[config.mk]
export PLATFORM = sky130hd
export DESIGN_NAME = reg_file_2r1w
export DESIGN_NICKNAME = d
export VERILOG_FILES = /design/src/rtl/reg_file_2r1w.sv
export SDC_FILE = /design/constraint.sdc
export NUM_CORES = 1
export LEC_CHECK = 0
export CORE_MARGIN = 1
export CORE_UTILIZATION = 55
export DETAILED_ROUTE_END_ITERATION = 7
export PLACE_DENSITY = 0.77
export SLEW_MARGIN = 0
export SYNTH_ARGS = -nofsm -noshare
export SYNTH_HDL_FRONTEND = slang
export SYNTH_SLANG_ARGS = --single-unit
[constraint.sdc]
create_clock -name clk -period 1.6 [get_ports clk]
set_clock_uncertainty 0.1 [all_clocks]
set_input_delay 0.16 -clock clk [delete_from_list [all_inputs] [get_ports clk]]
set_output_delay 0.16 -clock clk [all_outputs]
set_load 0.02 [all_outputs]
[src/rtl/reg_file_2r1w.sv]
// General-purpose register file: WIDTH x DEPTH entries, one bit-masked write port and two
// independent registered read ports reporting valid and error (out of range / never written).
module reg_file_2r1w #(
  parameter int               WIDTH     = 8,
  parameter int               DEPTH     = 16,
  parameter int               BYPASS    = 0,
  parameter logic [WIDTH-1:0] RESET_VAL = '0
) (
  input  logic                                clk,
  input  logic                                reset_n,
  input  logic                                clear,
  input  logic                                wr_en,
  input  logic [$clog2(DEPTH)-1:0]            wr_addr,
  input  logic [WIDTH-1:0]                    wr_data,
  input  logic [WIDTH-1:0]                    wr_mask,
  input  logic                                rd0_en,
  input  logic [$clog2(DEPTH)-1:0]            rd0_addr,
  output logic [WIDTH-1:0]                    rd0_data,
  output logic                                rd0_valid,
  output logic                                rd0_err,
  input  logic                                rd1_en,
  input  logic [$clog2(DEPTH)-1:0]            rd1_addr,
  output logic [WIDTH-1:0]                    rd1_data,
  output logic                                rd1_valid,
  output logic                                rd1_err
);

  localparam int            AW      = $clog2(DEPTH);
  localparam logic [AW:0]   DEPTH_W = (AW+1)'(DEPTH);

  function automatic logic [WIDTH-1:0] merge_bits(input logic [WIDTH-1:0] old_val,
                                                  input logic [WIDTH-1:0] new_val,
                                                  input logic [WIDTH-1:0] mask);
    return (old_val & ~mask) | (new_val & mask);
  endfunction

  logic [WIDTH-1:0] mem_reg  [DEPTH];
  logic [WIDTH-1:0] mem_next [DEPTH];
  logic [DEPTH-1:0] written_reg;
  logic [DEPTH-1:0] written_next;
  logic [DEPTH-1:0] wr_hit;
  logic             wr_in_range;
  logic             wr_fire;

  // Clear takes priority, so a write in the same cycle never lands
  assign wr_in_range = {1'b0, wr_addr} < DEPTH_W;
  assign wr_fire     = wr_en && wr_in_range && !clear;

  generate
    for (genvar gi = 0; gi < DEPTH; gi++) begin : g_entry
      localparam logic [AW-1:0] IDX = AW'(gi);
      assign wr_hit[gi]       = wr_fire && (wr_addr == IDX);
      assign mem_next[gi]     = clear      ? RESET_VAL :
                                wr_hit[gi] ? merge_bits(mem_reg[gi], wr_data, wr_mask) :
                                             mem_reg[gi];
      assign written_next[gi] = !clear && (written_reg[gi] || wr_hit[gi]);
    end
  endgenerate

  always_ff @(posedge clk or negedge reset_n) begin
    if (!reset_n) begin
      for (int i = 0; i < DEPTH; i++) mem_reg[i] <= RESET_VAL;
      written_reg <= '0;
    end else begin
      for (int i = 0; i < DEPTH; i++) mem_reg[i] <= mem_next[i];
      written_reg <= written_next;
    end
  end

  logic          rd_en   [2];
  logic [AW-1:0] rd_addr [2];

  assign rd_en[0]   = rd0_en;
  assign rd_en[1]   = rd1_en;
  assign rd_addr[0] = rd0_addr;
  assign rd_addr[1] = rd1_addr;

  generate
    for (genvar gi = 0; gi < 2; gi++) begin : g_rd
      logic [WIDTH-1:0] old_data;
      logic             old_written;
      logic             in_range;
      logic             bypass_hit;
      logic [WIDTH-1:0] data_next;
      logic             err_next;
      logic [WIDTH-1:0] data_reg;
      logic             valid_reg;
      logic             err_reg;

      always_comb begin
        old_data    = '0;
        old_written = 1'b0;
        for (int i = 0; i < DEPTH; i++) begin
          if (rd_addr[gi] == AW'(i)) begin
            old_data    = mem_reg[i];
            old_written = written_reg[i];
          end
        end
      end

      assign in_range   = {1'b0, rd_addr[gi]} < DEPTH_W;
      assign bypass_hit = (BYPASS != 0) && wr_fire && (wr_addr == rd_addr[gi]);

      always_comb begin
        data_next = old_data;
        err_next  = !old_written;
        if (!in_range) begin
          data_next = '0;
          err_next  = 1'b1;
        end else if (bypass_hit) begin
          data_next = merge_bits(old_data, wr_data, wr_mask);
          err_next  = 1'b0;
        end
      end

      // Data and error hold their last values across idle cycles; only valid drops
      always_ff @(posedge clk or negedge reset_n) begin
        if (!reset_n) begin
          data_reg  <= '0;
          valid_reg <= 1'b0;
          err_reg   <= 1'b0;
        end else if (rd_en[gi]) begin
          data_reg  <= data_next;
          valid_reg <= 1'b1;
          err_reg   <= err_next;
        end else begin
          valid_reg <= 1'b0;
        end
      end
    end
  endgenerate

  assign rd0_data  = g_rd[0].data_reg;
  assign rd0_valid = g_rd[0].valid_reg;
  assign rd0_err   = g_rd[0].err_reg;
  assign rd1_data  = g_rd[1].data_reg;
  assign rd1_valid = g_rd[1].valid_reg;
  assign rd1_err   = g_rd[1].err_reg;

endmodule
==> results.txt, run 1 <==
syn nets: 1180
max reg flops: 128
Final Hold Fails: 0
Pleak: 0.006240 uW
RSZ-0062 raised after global routing: yes
hpwl dp: 31.70 mm
GRT Residual Overflow: 0
final hold slack: 117.7 ps
first-pass GRT wire length: 65.16 mm
DRT Pass-1 Iters: 8
Layout area overhead: 35.66%
Post-synth ARST share: 100.0%
Startpoint Class: register
Final ANT Viol Nets: 0
MaxCap Viol Count: 0
Yosys cell types: 71
Setup crit end kind: register
fin util: 76.72%
CTS tree: built
Worst Slack Setup Final: -331.6 ps
Peak Freq: 0.5177 GHz
initial antenna violation count: 1
routed vias: 11.29k
Clk Latency, worst-skew pair: 440 ps
top_reg_cell synth: dfrtp_1
dominant cell type by area after synthesis: dfrtp_1
Clock Tree Buf Depth: 2
Min-Delay Path Class: input port to asynchronous set/reset pin
Starting DRT DRC Count: 1788
crit path time final: 1932 ps
Synth area leaders: dfrtp_1, o2bb2ai_1, o21ai_0
GRT Overall Usage: 45.72%
io pins: 54
share of post-route cells with drive strength above 1: 31.27%
Placed Cells: 1609
clk sinks: 164
Die X: 138.4 um
Total Nets Final: 1444
Tcrit/Tclk final: 120.7%
top cells by count, synth: dfrtp_1, nand2_1, o21ai_0, a21oi_1, o2bb2ai_1
YS warnings: 0
Pins Over Slew Limit: 0
sequential fraction of the synthesis area: 40.12%
crit path max fanout: 3
VDD IR max: 728.0 uV
violated checks: DRC, setup timing
Post-Syn Area per Cell: 8.925 um2
CTS clk-pin slew, worst paths: 80 ps
FP Rows: 49
Post-Syn Area: 10230 um2
share of the synthesized area in the top cell type: 40.12%
Final setup violation count: 15
Root Buffer: clkbuf_16
status: complete, but fails checks
pre-CTS WS: -706.0 ps
Via-to-Cell Ratio: 6.831
TritonCTS Buffers: 17
Routability Congestion: 1.064
CTS HTree Levels: 4
initial core utilization: 56.55%
EDFF count, synth: 0
post-synthesis cell count: 1146
largest net degree at the start of global routing: 44
most frequent cell after synthesis: dfrtp_1
number of antenna diodes: 0
post-route insts no fill: 1652
register bit total from synthesis: 164
vias in the first global route: 10.85k
# port buffers: 53
Arr. time, crit path: 2150 ps
mean routed wirelength per cell: 26.28 um
max_slew headroom: 62.91%
pwr/cell area: 743.7 nW/um2
Die Area: 19150 um2
core area: 18090 um2
DRC viols: 6
worst slew pin tran: 555.0 ps
Total Wirelength: 43.42 mm
CP Class: register to register
die height: 138.4 um
CP Data Required Time: 1820 ps
-- power breakdown --
group / internal, uW / switching [uW] / total, uW
clock: 2070 / 1990 / 4060
combinational: 826 / 1150 / 1980
sequential: 4220 / 62.3 / 4280
-- final timing paths --
kind | start | end | slack [ps] | depth (start not counted)
max in group asynchronous | reset_n | mem_reg[68] | 690 | 3
setup reg to reg | mem_reg[123] | rd0_data[3] | -330 | 5
setup / recovery | mem_reg[123] | rd0_data[3] | -330 | 5
min in group clk | rd1_en | rd1_valid | 240 | 2
hold / removal | reset_n | mem_reg[64] | 120 | 2
hold reg to reg | mem_reg[43] | mem_reg[43] | 410 | 1
-- cells by family after synthesis --
logic type	share of synthesized area (%)
buf+inv	5.810
simple gates	17.08
compound gates	28.22
mux	8.771
flops	40.12
-- cell usage in the layout (no fill, tap or decap), types with 11 or more instances in the layout --
cell type	count
mux4_2	18
a31o_2	23
nand2_1	132
inv_1	21
dlygate4sd2_1	24
clkbuf_16	17
a31oi_1	11
nor2b_1	20
o2bb2ai_1	70
nor2_1	63
dfrtp_1	164
o221ai_1	12
nor3_1	16
mux2i_1	37
a21oi_1	68
nand2b_1	15
buf_12	23
buf_4	265
nand3_1	45
o21ai_0	120
o211ai_1	15
clkdlybuf4s50_1	21
-- final cells by class --
class / count / area (um2)
Multi-Input combinational cell: 847 / 5757
Fill cell: 1227 / 4210
Sequential cell: 164 / 4104
Timing Repair Buffer: 351 / 3048
Clock buffer: 18 / 429.2
Tap cell: 229 / 286.5
Clock inverter: 14 / 140.1
Inverter: 29 / 111.4
-- worst max-delay path, cell delays in order, from the launching register on --
cell and delay [ps]:
dfrtp_1 400, mux4_2 530, mux2_4 300, o22ai_2 130, a31oi_1 70, mux2_4 270
-- per-stage QoR --
step                instance area [um2]  TNS, ps  power [uW]
floorplan                         10230   -139.6        5200
global placement                  12980   -61010        6214
detailed placement                12980   -69030        6239
CTS                               13720    -1535       10220
global route                      13880    -2636       10570
finish                            13880    -2078       10320
-- what timing repair did --
action / in CTS / in global routing
hold buffers: 1 / 0
resized for setup: 54 / 35
endpoints found under the hold margin: 164 / 0
setup buffers: 9 / 3
pin swaps: 21 / 21
gates cloned: 0 / 0
setup endpoints to repair: 94 / 112
-- per-layer routing --
layer | global-route usage, % | vias up | wire (um)
met5 | 0 | - | 15
met4 | 19.52 | 2 | 1848
met3 | 12.05 | 156 | 5679
met2 | 68.37 | 856 | 18860
met1 | 62.80 | 5457 | 17010
li1 | - | 4814 | -
No activity file was read; power rests on OpenSTA's default activity.
==> run 2, diff against run 1 <==
--- a/config.mk
+++ b/config.mk
@@ -9,7 +9,7 @@
 export CORE_UTILIZATION = 55
 export DETAILED_ROUTE_END_ITERATION = 7
 export PLACE_DENSITY = 0.77
-export SLEW_MARGIN = 0
+export SLEW_MARGIN = 10
 export SYNTH_ARGS = -nofsm -noshare
 export SYNTH_HDL_FRONTEND = slang
 export SYNTH_SLANG_ARGS = --single-unit
==> results of run 2 <==
The final DEF is identical to that of run 1; final timing and power are the same.
==> run 3, diff against run 2 <==
--- a/config.mk
+++ b/config.mk
@@ -9,7 +9,7 @@
 export CORE_UTILIZATION = 55
 export DETAILED_ROUTE_END_ITERATION = 7
 export PLACE_DENSITY = 0.77
-export SLEW_MARGIN = 10
 export SYNTH_ARGS = -nofsm -noshare
 export SYNTH_HDL_FRONTEND = slang
 export SYNTH_SLANG_ARGS = --single-unit
+export TNS_END_PERCENT = 10
==> run 3 against run 2 <==
Against the previous run:
- the flow still finishes with violations (DRC, setup timing)
- die area did not move
- sequential share of layout area grew 0.39 points
- flip-flop and latch count did not move
- non-clock buffer count decreased by 10
- worst hold slack lost 76 ps
- utilization is 0.90 points lower
- global-route usage down 1.3 points
- combinational power shrank 5%
- final area fell by 1.2%
==> results.txt, run 3 (synthesis gave the netlist of run 1 again) <==
worst slew pin tran: 546.0 ps (-8.983 ps)
Clk Latency, worst-skew pair: 440 ps (about the same)
launch point of the worst reg-to-reg path: mem_reg[99]
Layout area overhead: 34.07%
Pins Over Slew Limit: 0 (unchanged)
Worst R2R Path Depth: 5 (unchanged)
Total Wirelength: 41.65 mm (-4.1%)
vias in the first global route: 10.91k (+0.57%)
post-route cell area: 13710 um2 (-1.2%)
FP Rows: 49 (unchanged)
Routability Congestion: 1.034 (-2.8%)
Final setup violation count: 13 (-2)
CP Class: register to register
TritonCTS Buffers: 17 (unchanged)
Crit-path slowest cell: mux4_2
CTS HTree Levels: 4 (unchanged)
CTS tree: built
violated checks: DRC, setup timing
Starting DRT DRC Count: 1697 (-5.1%)
Arr. time, crit path: 2120 ps (-30 ps)
RSZ-0062 raised after global routing: yes
Startpoint Class: register
die height: 138.4 um (unchanged)
Clock Tree Buf Depth: 2 (unchanged)
worst stage delay on the critical path: 560 ps (+30 ps)
first-pass GRT wire length: 63.82 mm (-2.1%)
Final Hold Fails: 0 (unchanged)
Setup Total Neg Slack: -1410 ps (+668.0 ps)
status: complete, but fails checks
Die Area: 19150 um2 (unchanged)
number of antenna diodes: 0 (unchanged)
Pleak: 0.006193 uW (-0.75%)
DRT Pass-1 Iters: 8 (unchanged)
hpwl dp: 30.48 mm (-3.9%)
Min-Delay Path Class: input port to asynchronous set/reset pin
Total Nets Final: 1434 (-0.69%)
max reg flops: 128 (unchanged)
Tcrit/Tclk final: 118.6% (-2.1 points)
crit path time final: 1897 ps (-34.17 ps)
FILL cells: 1274 (+3.8%)
largest net degree at the start of global routing: 56 (+27%)
GRT Overall Usage: 44.37% (-1.3 points)
max_slew headroom: 63.22% (+0.30 points)
DRC viols: 12 (+6)
Post-DP Area: 12800 um2 (-1.4%)
commonest cells after routing, fill and taps aside: buf_4, dfrtp_1, nand2_1
Peak Freq: 0.5270 GHz (+1.8%)
CP Data Required Time: 1830 ps (about the same)
initial antenna violation count: 0 (-1)
share of post-route cells with drive strength above 1: 30.95% (-0.32 points)
GRT Residual Overflow: 0 (unchanged)
MaxCap Viol Count: 0 (unchanged)
Worst Path Buf+Inv: 0 (unchanged)
Worst Slack Setup Final: -297.4 ps (+34.18 ps)
io pins: 54 (unchanged)
Via-to-Cell Ratio: 6.866 (+0.51%)
VDD IR max: 814.1 uV (+12%)
Reg-to-Reg End: rd0_data[3]
pwr/cell area: 772.5 nW/um2 (+3.9%)
commonest non-fill, non-tap cell in the layout: buf_4
initial core utilization: 56.55% (unchanged)
Worst R2R Setup Slack: -300 ps (+30 ps)
clk sinks: 164 (unchanged)
Root Buffer: clkbuf_16
CTS clk-pin slew, worst paths: 70 ps (about the same)
crit path max fanout: 2 (-1)
Die X: 138.4 um (unchanged)
# port buffers: 53 (unchanged)
Final ANT Viol Nets: 0 (unchanged)
Cell Chain, Critical Path: mux4_2 > mux2_4 > o22ai_2 > a31oi_1 > mux2_2
Top Family by Delay on Critical Path: multiplexers
mean routed wirelength per cell: 25.38 um (-3.4%)
core area: 18090 um2 (unchanged)
Setup crit end kind: register
routed vias: 11.27k (-0.16%)
[run 3: cell count changes in the layout (fill, tap and decap cells not counted), moves of 3 or more]
cell,change
buf_6,-6
dfrtp_1,-4
bufinv_16,+3
dfrtp_2,+4
o21ai_0,-4
buf_12,-7
clkinvlp_4,-3
[run 3: cell type report]
cell class	count	area (um2)	area share, %
sequential	164	4109	29.96
clock buffer	18	429.2	3.130
clock inverter	13	187.7	1.369
tap	229	286.5	2.089
inverter	29	111.4	0.8120
timing repair buffer	341	2867	20.90
multi-input combinational	847	5723	41.73
[run 3: per-layer routing]
layer	track usage [%]	routed length [um]	part of all wire, %	up-vias
met4	17.56	1567	3.8	0
li1	-	-	-	4793
met3	12.82	5729	14	153
met2	66.82	18420	44	910
met1	60.38	15930	38	5411
met5	0	0	0	-
[run 3: worst register-to-register path: stages, from the launching register on]
cell and delay, ps:
dfrtp_1 380, mux4_2 560, mux2_4 300, o22ai_2 130, a31oi_1 50, mux2_2 260
[run 3: how the worst max path moves through the flow]
stage / to / from / depth (start not counted)
floorplan: rd0_data[3] / mem_reg[67] / 5
global placement: rd0_data[5] / rd0_addr[2] / 7
detailed placement: mem_reg[120] / clear / 6
CTS: rd0_data[3] / mem_reg[99] / 5
global route: rd0_data[3] / mem_reg[99] / 5
finish: rd0_data[3] / mem_reg[99] / 5
[run 3: what timing repair did]
item | in CTS | in global routing
setup buffers | 4 | 8
pin swaps | 10 | 11
gates cloned | 0 | 1
endpoints found under the setup margin | 62 | 89
resized for setup | 40 | 47
hold buffers | 1 | 0
endpoints found under the hold margin | 164 | 0
[run 3: metrics by stage]
stage | power [uW] | util, % | hold slack, ps | worst slack (ps) | cells
CTS | 10460 | 74.63 | 49.67 | -272.6 | 1632
global placement | 6129 | 70.76 | -69.68 | -527.6 | 1596
detailed placement | 6158 | 70.76 | -73.95 | -567.3 | 1596
floorplan | 5199 | - | -235.6 | -139.6 | 1146
global route | 10860 | 75.82 | 59.72 | -328.4 | 1641
finish | 10590 | 75.82 | 41.37 | -297.4 | 1641
[run 3: where the power goes]
group / total [uW] / internal, uW / switching (uW)
clock: 4420 / 2520 / 1910
combinational: 1880 / 781 / 1100
sequential: 4290 / 4220 / 64.1
total: 10600 / 7520 / 3070
